$ cat src/rtl/rf_write_arbiter_pkg.sv
// Shared definitions for the register-file write arbiter: channel ids and
// the default datapath widths used by the ALU and register file.
package rf_write_arbiter_pkg;

  localparam logic CH0 = 1'b0;
  localparam logic CH1 = 1'b1;

  localparam int DATA_W = 32;
  localparam int ADDR_W = 5;

endpackage

$ cat src/rtl/rf_write_arbiter_mux.sv
// Team 2:1 data mux: y follows a when sel is 0, b when sel is 1.
module mux #(
  parameter int WIDTH = 32
) (
  input  logic [WIDTH-1:0] a,
  input  logic [WIDTH-1:0] b,
  input  logic             sel,
  output logic [WIDTH-1:0] y
);

  // Pure combinational select between the two inputs.
  always_comb begin
    y = sel ? b : a;
  end

endmodule

$ cat src/rtl/rf_write_arbiter.sv
// Round-robin arbiter sharing the single register-file write port between
// two producers. Grants are combinational; the winning write is registered
// onto the write port one cycle later. A saturating counter tracks how often
// both producers competed for an available port.
module rf_write_arbiter
  import rf_write_arbiter_pkg::*;
#(
  parameter int DATA_W = rf_write_arbiter_pkg::DATA_W,
  parameter int ADDR_W = rf_write_arbiter_pkg::ADDR_W,
  parameter int CNT_W  = 16
) (
  input  logic              clk,
  input  logic              rst,
  input  logic              req0,
  input  logic [ADDR_W-1:0] addr0,
  input  logic [DATA_W-1:0] data0,
  input  logic              req1,
  input  logic [ADDR_W-1:0] addr1,
  input  logic [DATA_W-1:0] data1,
  input  logic              rf_ready,
  output logic              gnt0,
  output logic              gnt1,
  output logic              wr_en,
  output logic [ADDR_W-1:0] wr_addr,
  output logic [DATA_W-1:0] wr_data,
  output logic              sel_ch,
  output logic [CNT_W-1:0]  conflict_cnt
);

  logic              wr_en_q, wr_en_d;
  logic [ADDR_W-1:0] wr_addr_q, wr_addr_d;
  logic [DATA_W-1:0] wr_data_q, wr_data_d;
  logic              sel_ch_q, sel_ch_d;
  logic              last_gnt_q, last_gnt_d;
  logic [CNT_W-1:0]  conflict_cnt_q, conflict_cnt_d;

  logic              gnt_any;
  logic              gnt_ch;
  logic              contended;
  logic [DATA_W-1:0] mux_data;

  // Pick the winning channel: a lone requester wins, a tie goes to the
  // channel that did not win last time. Nothing is granted during reset.
  always_comb begin
    contended = req0 & req1 & rf_ready;
    gnt_any   = ~rst & rf_ready & (req0 | req1);
    if (req0 & req1) begin
      gnt_ch = ~last_gnt_q;
    end else if (req1) begin
      gnt_ch = CH1;
    end else begin
      gnt_ch = CH0;
    end
    gnt0 = gnt_any & (gnt_ch == CH0);
    gnt1 = gnt_any & (gnt_ch == CH1);
  end

  mux #(.WIDTH(DATA_W)) u_data_mux (
    .a  (data0),
    .b  (data1),
    .sel(gnt_ch),
    .y  (mux_data)
  );

  // Next-state for the write port and arbitration history; with no grant the
  // write enable drops while address, data and channel hold.
  always_comb begin
    wr_en_d        = 1'b0;
    wr_addr_d      = wr_addr_q;
    wr_data_d      = wr_data_q;
    sel_ch_d       = sel_ch_q;
    last_gnt_d     = last_gnt_q;
    conflict_cnt_d = conflict_cnt_q;
    if (gnt_any) begin
      wr_en_d    = 1'b1;
      wr_addr_d  = (gnt_ch == CH1) ? addr1 : addr0;
      wr_data_d  = mux_data;
      sel_ch_d   = gnt_ch;
      last_gnt_d = gnt_ch;
    end
    if (contended && (conflict_cnt_q != {CNT_W{1'b1}})) begin
      conflict_cnt_d = conflict_cnt_q + {{(CNT_W-1){1'b0}}, 1'b1};
    end
  end

  // State registers; reset drops any in-flight write and biases the first
  // contested grant toward channel 0.
  always_ff @(posedge clk or posedge rst) begin
    if (rst) begin
      wr_en_q        <= 1'b0;
      wr_addr_q      <= '0;
      wr_data_q      <= '0;
      sel_ch_q       <= CH0;
      last_gnt_q     <= CH1;
      conflict_cnt_q <= '0;
    end else begin
      wr_en_q        <= wr_en_d;
      wr_addr_q      <= wr_addr_d;
      wr_data_q      <= wr_data_d;
      sel_ch_q       <= sel_ch_d;
      last_gnt_q     <= last_gnt_d;
      conflict_cnt_q <= conflict_cnt_d;
    end
  end

  assign wr_en        = wr_en_q;
  assign wr_addr      = wr_addr_q;
  assign wr_data      = wr_data_q;
  assign sel_ch       = sel_ch_q;
  assign conflict_cnt = conflict_cnt_q;

endmodule

$ cat config.mk
export PLATFORM = sky130hd
export DESIGN_NAME = rf_write_arbiter
export DESIGN_NICKNAME = d
export VERILOG_FILES = /design/src/rtl/rf_write_arbiter_pkg.sv /design/src/rtl/rf_write_arbiter_mux.sv /design/src/rtl/rf_write_arbiter.sv
export SDC_FILE = /design/constraint.sdc
export NUM_CORES = 1
export LEC_CHECK = 0
export BUFFER_PORTS_ARGS = -buffer_cell sky130_fd_sc_hd__buf_2
export CAP_MARGIN = 20
export CORE_ASPECT_RATIO = 0.75
export CORE_MARGIN = 4
export CORE_UTILIZATION = 38
export CTS_BUF_LIST = sky130_fd_sc_hd__clkbuf_4 sky130_fd_sc_hd__clkbuf_8
export CTS_CLUSTER_DIAMETER = 150
export DETAILED_ROUTE_END_ITERATION = 10
export PLACE_DENSITY = 0.78
export SLEW_MARGIN = 40
export SYNTH_ARGS = -nofsm -noshare
export SYNTH_HDL_FRONTEND = slang
export SYNTH_SLANG_ARGS = --single-unit
export TNS_END_PERCENT = 30
$ cat constraint.sdc
create_clock -name clk -period 6.95 [get_ports clk]
set_clock_uncertainty 0.1 [all_clocks]
set_input_delay 1.39 -clock clk [delete_from_list [all_inputs] [get_ports clk]]
set_output_delay 1.39 -clock clk [all_outputs]
set_load 0.1 [all_outputs]
# Word-level counts from Yosys, hierarchy flattened
# Cells that the tools add are included.
dict set report word_totals {
  regBits 56
  latch_bits 0
  mem_bits_rw 0
  romBits 0
  input_bits 79
  out_inout_bits 57
  mem_count 0
}
dict set report classes {
  n_addsub 1
  n_mul 0
  n_div 0
  n_lt_le_gt_ge 0
  n_eq_ne 1
  n_shift 0
  n_mux 5
  n_bitwise 10
  reduce_logical 1
}
# operator count
set op_table {}
lappend op_table {{32-bit two-way mux} 1}
lappend op_table {{16-bit by 1-bit adder with 16-bit output (second input constant)} 1}
lappend op_table {{16-bit != test (second input constant)} 1}
lappend op_table {{1-bit bitwise AND} 6}
lappend op_table {{5-bit two-way mux} 1}
lappend op_table {{1-bit two-way mux} 3}
lappend op_table {{1-bit NOT} 3}
lappend op_table {{1-bit logical AND} 1}
lappend op_table {{1-bit OR} 1}

# Longest topological paths before layout
# Gate-level depths: netlist (run 1).
dict set report depth {
  ltp_word 4
  depth_mapped 6
  ltp_nobuf 5
}

# Cells and area by module
# From an unflattened synthesis (run 1), not the netlist that was laid out.
dict set report hier_totals {
  hier_cells 267
  area_unflattened_um2 2864.0
}
# module n_inst cells_per_inst area_each_um2
set by_module_without_submodules {}
lappend by_module_without_submodules {rf_write_arbiter 1 231 2319.7}
lappend by_module_without_submodules {mux 1 36 544.3}

# Worst setup path after synthesis (run 1)
# Ideal clock, no wire load.
dict set report synth_timing {
  path_kind {input-to-output}
  from {input rst}
  to {output gnt0}
  t_arrival_ns 4.236
  path_slack_ns 1.224
  path_stages 4
  n_path_buf 1
  cell_sequence {inv_1 > o211ai_1 > a21oi_1 > clkbuf_1}
}
dict set report synth_between {
  elab_chain_cells 4
}
# item line
set synth_lines {}
lappend synth_lines {{start, declared} rf_write_arbiter.sv:13} ;# input logic rst,
lappend synth_lines {{1-bit NOT} rf_write_arbiter.sv:46} ;# gnt_any = ~rst & rf_ready & (req0 | req1);
lappend synth_lines {{1-bit bitwise AND (2 in series)} rf_write_arbiter.sv:46}
lappend synth_lines {{1-bit bitwise AND} rf_write_arbiter.sv:54} ;# gnt0 = gnt_any & (gnt_ch == CH0);
lappend synth_lines {{end, declared} rf_write_arbiter.sv:21} ;# output logic gnt0,
# No other way between the ends.

# Worst setup path after layout (run 1)
dict set report layout_timing {
  from {input rst}
  to {output gnt1}
}
dict set report layout_between {
  elab_chain_cells 4
}
# item line
set layout_lines {}
lappend layout_lines {{1-bit NOT} rf_write_arbiter.sv:46}
lappend layout_lines {{1-bit bitwise AND (2 in series)} rf_write_arbiter.sv:46}
lappend layout_lines {{1-bit bitwise AND} rf_write_arbiter.sv:55} ;# gnt1 = gnt_any & (gnt_ch == CH1);
lappend layout_lines {{end, declared} rf_write_arbiter.sv:22} ;# output logic gnt1,
# No other way between the ends.

==> flow_metrics.env, run 1 <==
export IMPL_status="finished clean"
export IMPL_crit_arrival_ps=3320
export IMPL_irDropWorstVdd_mv=0.220
export IMPL_finalSetupViolations=0
export IMPL_slew_viol_final=0
export IMPL_syn_num_nets=287
export IMPL_grt_pass1_wl_um=10500
export IMPL_synth_simple_gate_area_share_pct=9.88
export IMPL_mostFrequentLayoutCells="buf_2, dfrtp_1, a21o_1"
export IMPL_ctsRootBufferMaster="clkbuf_8"
export IMPL_yosys_warnings=0
export IMPL_area_delta_synth_final_pct=35.6
export IMPL_core_area_um2=6380
export IMPL_hold_buffers=0
export IMPL_ant_nets=0
export IMPL_r2r_worst_path_cells=6
export IMPL_max_freq_mhz=208
export IMPL_synth_seq_cells=56
export IMPL_cts_buffers=5
export IMPL_cts_tree="yes"
export IMPL_required_ps=5460
export IMPL_setup_tns_ps=0
export IMPL_holdPathStages=1
export IMPL_worst_slew_pin_slew_ps=857
export IMPL_ios=136
export IMPL_dieHeight_um=78.5
export IMPL_clk_pin_slew_worst_paths_ps=90
export IMPL_hpwl_um=4760
export IMPL_grt_max_degree=58
export IMPL_cellLeakagePower_uw=0.00197
export IMPL_dieArea_um2=8020
export IMPL_synth_xor_area_share_pct=4.52
export IMPL_drt_total_wl_um=6510
export IMPL_insertion_delay_ps=300
export IMPL_avgViaCountPerCell=5.24
export IMPL_diodes=0
export IMPL_post_cts_resized=0
export IMPL_worstPathMaxFanout=57
export IMPL_synthMuxAreaShare_pct=1.34
export IMPL_synth_compound_area_share_pct=25.5
export IMPL_final_common_cell="buf_2"
export IMPL_antenna_found_initial=0
export IMPL_n_fill_cell=580
export IMPL_gp_congestion=0.853
export IMPL_vias=2204
export IMPL_clock_sinks=56
export IMPL_chipWidth_um=102
export IMPL_yosysUniqueCellTypes=29
export IMPL_num_nets_final=419
export IMPL_synth_area_um2=2520
export IMPL_cp_end_kind="output port"
export IMPL_start_util_pct=39.5
export IMPL_fin_util_pct=53.6
export IMPL_hold_class="flop to flop"
export IMPL_crit_type="input pin to output port"
export IMPL_drc=0
export IMPL_cts_htree_levels=2
export IMPL_relSlewSlack_pct=42.4
export IMPL_cts_setup_buffers=0
export IMPL_grt_overflow=0
export IMPL_hold_viol_final=0
export IMPL_synth_top_family_by_area="compound AO/OA/AOI/OAI gates"
export IMPL_drv_cap=0
export IMPL_postSynthCellCount=207
export IMPL_dr_pass1_iters=4
export IMPL_clockBufferDepth=2
export IMPL_detail_route_iter0_violations=96
export IMPL_groute_usage_overall_pct=16.3
export IMPL_fin_crit_sh_pct=69.2
export IMPL_cp_start_kind="input pin"
export IMPL_r2r_setup_slack_ps=4410
export IMPL_drive_above_1_share_pct=47.4
export IMPL_powerDensity_nw_per_um2=384
export IMPL_avgRoutedWirePerCell_um=15.5
export IMPL_rsz0062_at_grt="no"
export IMPL_syn_avg_cell_area_um2=12.2
export IMPL_synthAdderAreaFrac_pct=0.496
export IMPL_layout_min_cycle_time_ps=4810
export IMPL_fp_row_count=25
export IMPL_yosysSeqAreaShare_pct=55.6
export IMPL_portBuffers=135
export IMPL_grt_pass1_vias=2187
[critical path, stage by stage]
cell	delay, ps
buf_2	100
inv_2	60
buf_4	560
and4_1	280
buf_4	380
buf_2	510
[cell type report]
class	count	area, um2	area share (%)
flip-flops and latches	56	1400	41.0
repair buffers	140	713	20.9
inverters	2	7.51	0.220
clock inverters	1	30.0	0.878
multi-input cells	134	1070	31.2
clock buffers	7	96.3	2.82
well taps	81	101	2.96
[state kept, by name (all words and copies together), names as in the netlist]
register      cells
wr_addr           5
sel_ch            1
conflict_cnt     16
wr_en             1
last_gnt_q        1
wr_data          32
[layer usage]
layer  vias up  part of all wire [%]  track usage, %  wire, um
li1       1039                     -               -         -
met1      1055                    45            22.2      2900
met2       108                    46            26.7      3010
met3         2                   8.5            3.02       556
met4         0                  0.55            4.59        36
met5         -                     0               0         0
[cells in the mapped netlist]
cell type	n	share of area [%]
a21o_1	39	12
a21oi_1	1	0.20
a22o_1	37	13
and4_1	1	0.35
buf_1	1	0.15
buf_2	3	0.60
clkbuf_1	11	1.6
dfrtp_1	55	55
dfstp_2	1	1.0
ha_1	1	0.50
inv_1	2	0.30
mux2_2	3	1.3
nand2_1	5	0.74
nand3_1	5	0.99
nand3_2	1	0.40
nand4_1	7	1.7
nor2_1	3	0.45
nor3_1	4	0.79
nor3_2	1	0.40
nor3b_1	1	0.30
nor4_1	3	0.74
nor4_4	2	1.7
nor4b_1	1	0.35
o211ai_1	2	0.60
o21ai_0	1	0.20
or2_2	1	0.25
or3_1	1	0.25
or4_4	1	0.45
xor2_1	13	4.5
[stage by stage]
step	hold WS, ps	cell area, um2	setup WS, ps	total power, uW	std cells
after floorplan	394	2520	1220	974	207
after global placement	357	3290	2130	1090	413
after detailed placement	387	3290	2060	1090	413
after CTS	403	3420	2070	1320	421
after global routing	428	3420	1910	1360	421
final	409	3420	2140	1310	421
[power breakdown]
part | total (uW) | internal [uW] | leakage (uW) | switching [uW]
sequential | 433 | 386 | 0.000702 | 47.0
clock | 228 | 127 | 0.0000645 | 101
combinational | 651 | 125 | 0.00120 | 526
[path summary, 6_finish.rpt]
| path | endpoint | startpoint |
|---|---|---|
| hold / removal | sel_ch$_DFFE_PP0P_ | sel_ch$_DFFE_PP0P_ |
| setup reg to reg | conflict_cnt[1]$_DFFE_PP0P_ | conflict_cnt[0]$_DFFE_PP0P_ |
| max in group asynchronous | conflict_cnt[11]$_DFFE_PP0P_ | rst |
| setup / recovery | gnt1 | rst |
| min in group asynchronous | wr_data[6]$_DFFE_PP0P_ | rst |
| hold reg to reg | sel_ch$_DFFE_PP0P_ | sel_ch$_DFFE_PP0P_ |
[logic make-up (layout without fill, tap and decap cells)]
| logic type | after synthesis | count (layout) |
|---|---|---|
| AOI/OAI and AO/OA | 80 | 80 |
| DFF | 56 | 56 |
| and+or+nand+nor | 37 | 37 |
| buffers and inverters | 17 | 150 |
| xor gates and xnor gates | 13 | 13 |
| muxes | 3 | 3 |
| adders and majority gates | 1 | 1 |
No activity file was read; power rests on OpenSTA's default activity.
==> inputs of run 2 (changes only) <==
==> constraint.sdc (replaced) <==
create_clock -name clk -period 4.6 [get_ports clk]
set_clock_uncertainty 0.1 [all_clocks]
set_input_delay 0.92 -clock clk [delete_from_list [all_inputs] [get_ports clk]]
set_output_delay 0.92 -clock clk [all_outputs]
set_load 0.1 [all_outputs]
==> run 2 against run 1 <==
Compared with the run above: sequential cell count did not move; hold slack barely moved; register-to-register slack worse by 1900 ps; wire length increased by 0.51%; sequential power increased by 51%; cell area grew 0.73%; critical endpoint unchanged.
==> flow_metrics.env, run 2 (synthesis gave the netlist of run 1 again) <==
export IMPL_hold_buffers=0
export IMPL_cts_tree="yes"
export IMPL_avgRoutedWirePerCell_um=15.5
export IMPL_worst_slew_pin_slew_ps=688
export IMPL_clock_sinks=56
export IMPL_setup_tns_ps=0
export IMPL_grt_max_degree=58
export IMPL_clockBufferDepth=2
export IMPL_largest_reg_flops=32
export IMPL_ctsRootBufferMaster="clkbuf_8"
export IMPL_combPwrFrac_pct=51.4
export IMPL_insertion_delay_ps=290
export IMPL_cts_htree_levels=2
export IMPL_hold_viol_final=0
export IMPL_max_freq_mhz=305
export IMPL_max_stage_delay_ps=550
export IMPL_chipWidth_um=102
export IMPL_layout_cells_non_filler=421
export IMPL_cp_start_kind="input pin"
export IMPL_n_fill_cell=563
export IMPL_slew_viol_final=0
export IMPL_dp_cells=413
export IMPL_dieArea_um2=8020
export IMPL_rsz0062_at_grt="no"
export IMPL_core_area_um2=6380
export IMPL_post_cts_resized=0
export IMPL_start_util_pct=39.5
export IMPL_status="finished clean"
export IMPL_cts_setup_buffers=0
export IMPL_grt_pass1_vias=2130
export IMPL_required_ps=3580
export IMPL_vias=2151
export IMPL_avgViaCountPerCell=5.11
export IMPL_final_common_cell="buf_2"
export IMPL_crit_type="input pin to output port"
export IMPL_hold_class="flop to flop"
export IMPL_diodes=0
export IMPL_antenna_found_initial=0
export IMPL_dieHeight_um=78.5
export IMPL_drv_cap=0
export IMPL_internal_power_uw=910
export IMPL_fin_crit_sh_pct=71.3
export IMPL_gp_congestion=0.823
export IMPL_switching_power_uw=1010
export IMPL_fp_row_count=25
export IMPL_ant_nets=0
export IMPL_drive_above_1_share_pct=47.4
export IMPL_portBuffers=135
export IMPL_crit_arrival_ps=2260
export IMPL_num_nets_final=419
export IMPL_groute_usage_overall_pct=15.9
export IMPL_drt_total_wl_um=6540
export IMPL_finalSetupViolations=0
export IMPL_relSlewSlack_pct=54.2
export IMPL_irDropWorstVdd_mv=0.382
export IMPL_area_delta_synth_final_pct=36.6
export IMPL_r2r_worst_path_cells=6
export IMPL_drc=0
export IMPL_ios=136
export IMPL_clk_pin_slew_worst_paths_ps=90
export IMPL_worstPathMaxFanout=57
export IMPL_cellLeakagePower_uw=0.00197
export IMPL_pwr_share_seq_pct=34.1
export IMPL_cp_end_kind="output port"
export IMPL_mostFrequentLayoutCells="buf_2, dfrtp_1, a21o_1"
export IMPL_layout_min_cycle_time_ps=3280
export IMPL_sw_frac_of_total_pct=52.7
export IMPL_detail_route_iter0_violations=60
export IMPL_p_clk_share_pct=14.5
export IMPL_dr_pass1_iters=4
export IMPL_holdPathStages=1
export IMPL_grt_pass1_wl_um=10200
export IMPL_cts_buffers=5
export IMPL_powerDensity_nw_per_um2=558
export IMPL_slowest_stage="buf_4"
export IMPL_crit_path_cell_trace="buf_2 > clkinvlp_4 > buf_4 > and4_1 > buf_12"
export IMPL_grt_overflow=0
export IMPL_hpwl_um=4780
==> run 2: area by class of cell <==
| cell class | instances | area, um2 | area share, % |
|---|---|---|---|
| clock buffers | 8 | 97.6 | 2.83 |
| multi-input cells | 134 | 1070 | 31.0 |
| well taps | 81 | 101 | 2.94 |
| inverters | 2 | 11.3 | 0.327 |
| flip-flops and latches | 56 | 1400 | 40.7 |
| repair buffers | 140 | 763 | 22.2 |
==> run 2: path summary, 6_finish.rpt <==
| kind | slack [ps] | to | startpoint |
|---|---|---|---|
| min in group asynchronous | 760 | conflict_cnt[11]$_DFFE_PP0P_ | rst |
| max in group asynchronous | 3180 | wr_data[17]$_DFFE_PP0P_ | rst |
| hold / removal | 410 | conflict_cnt[15]$_DFFE_PP0P_ | conflict_cnt[15]$_DFFE_PP0P_ |
| setup / recovery | 1320 | gnt1 | rst |
| hold reg to reg | 410 | conflict_cnt[15]$_DFFE_PP0P_ | conflict_cnt[15]$_DFFE_PP0P_ |
| setup reg to reg | 2560 | conflict_cnt[1]$_DFFE_PP0P_ | conflict_cnt[0]$_DFFE_PP0P_ |
==> run 2: metrics by stage <==
step	cell area, um2	power (uW)	worst slack, ps	util, %	hold slack (ps)
4_1_cts	3440	1940	1260	54.0	408
2_1_floorplan	2520	1470	512	-	394
3_5_place_dp	3350	1660	1250	52.5	391
6_report	3440	1920	1320	54.0	409
5_1_grt	3440	2000	1170	54.0	420
3_3_place_gp	3320	1640	1270	52.0	363
==> run 2: power groups by stage <==
| stage | registers [uW] | logic (uW) | clock network (uW) |
|---|---|---|---|
| 3_3_place_gp | 660 | 983 | 0 |
| 6_report | 655 | 988 | 279 |
| 3_5_place_dp | 662 | 996 | 0 |
| 4_1_cts | 655 | 996 | 291 |
| 2_1_floorplan | 1310 | 164 | 0 |
| 5_1_grt | 668 | 1020 | 307 |
==> run 2: worst max-delay path, delay by kind of cell <==
family | cells | cell delay, ps
and+or+nand+nor | 1 | 390
buffers and inverters | 4 | 930
==> run 2: metal layers <==
layer  vias to the layer above  wire, um  GRT usage (%)
met5                         -         0              0
met3                         6       578           3.37
met4                         0        63           4.19
met2                        97      3060           26.2
li1                       1040         -              -
met1                      1008      2850           21.2
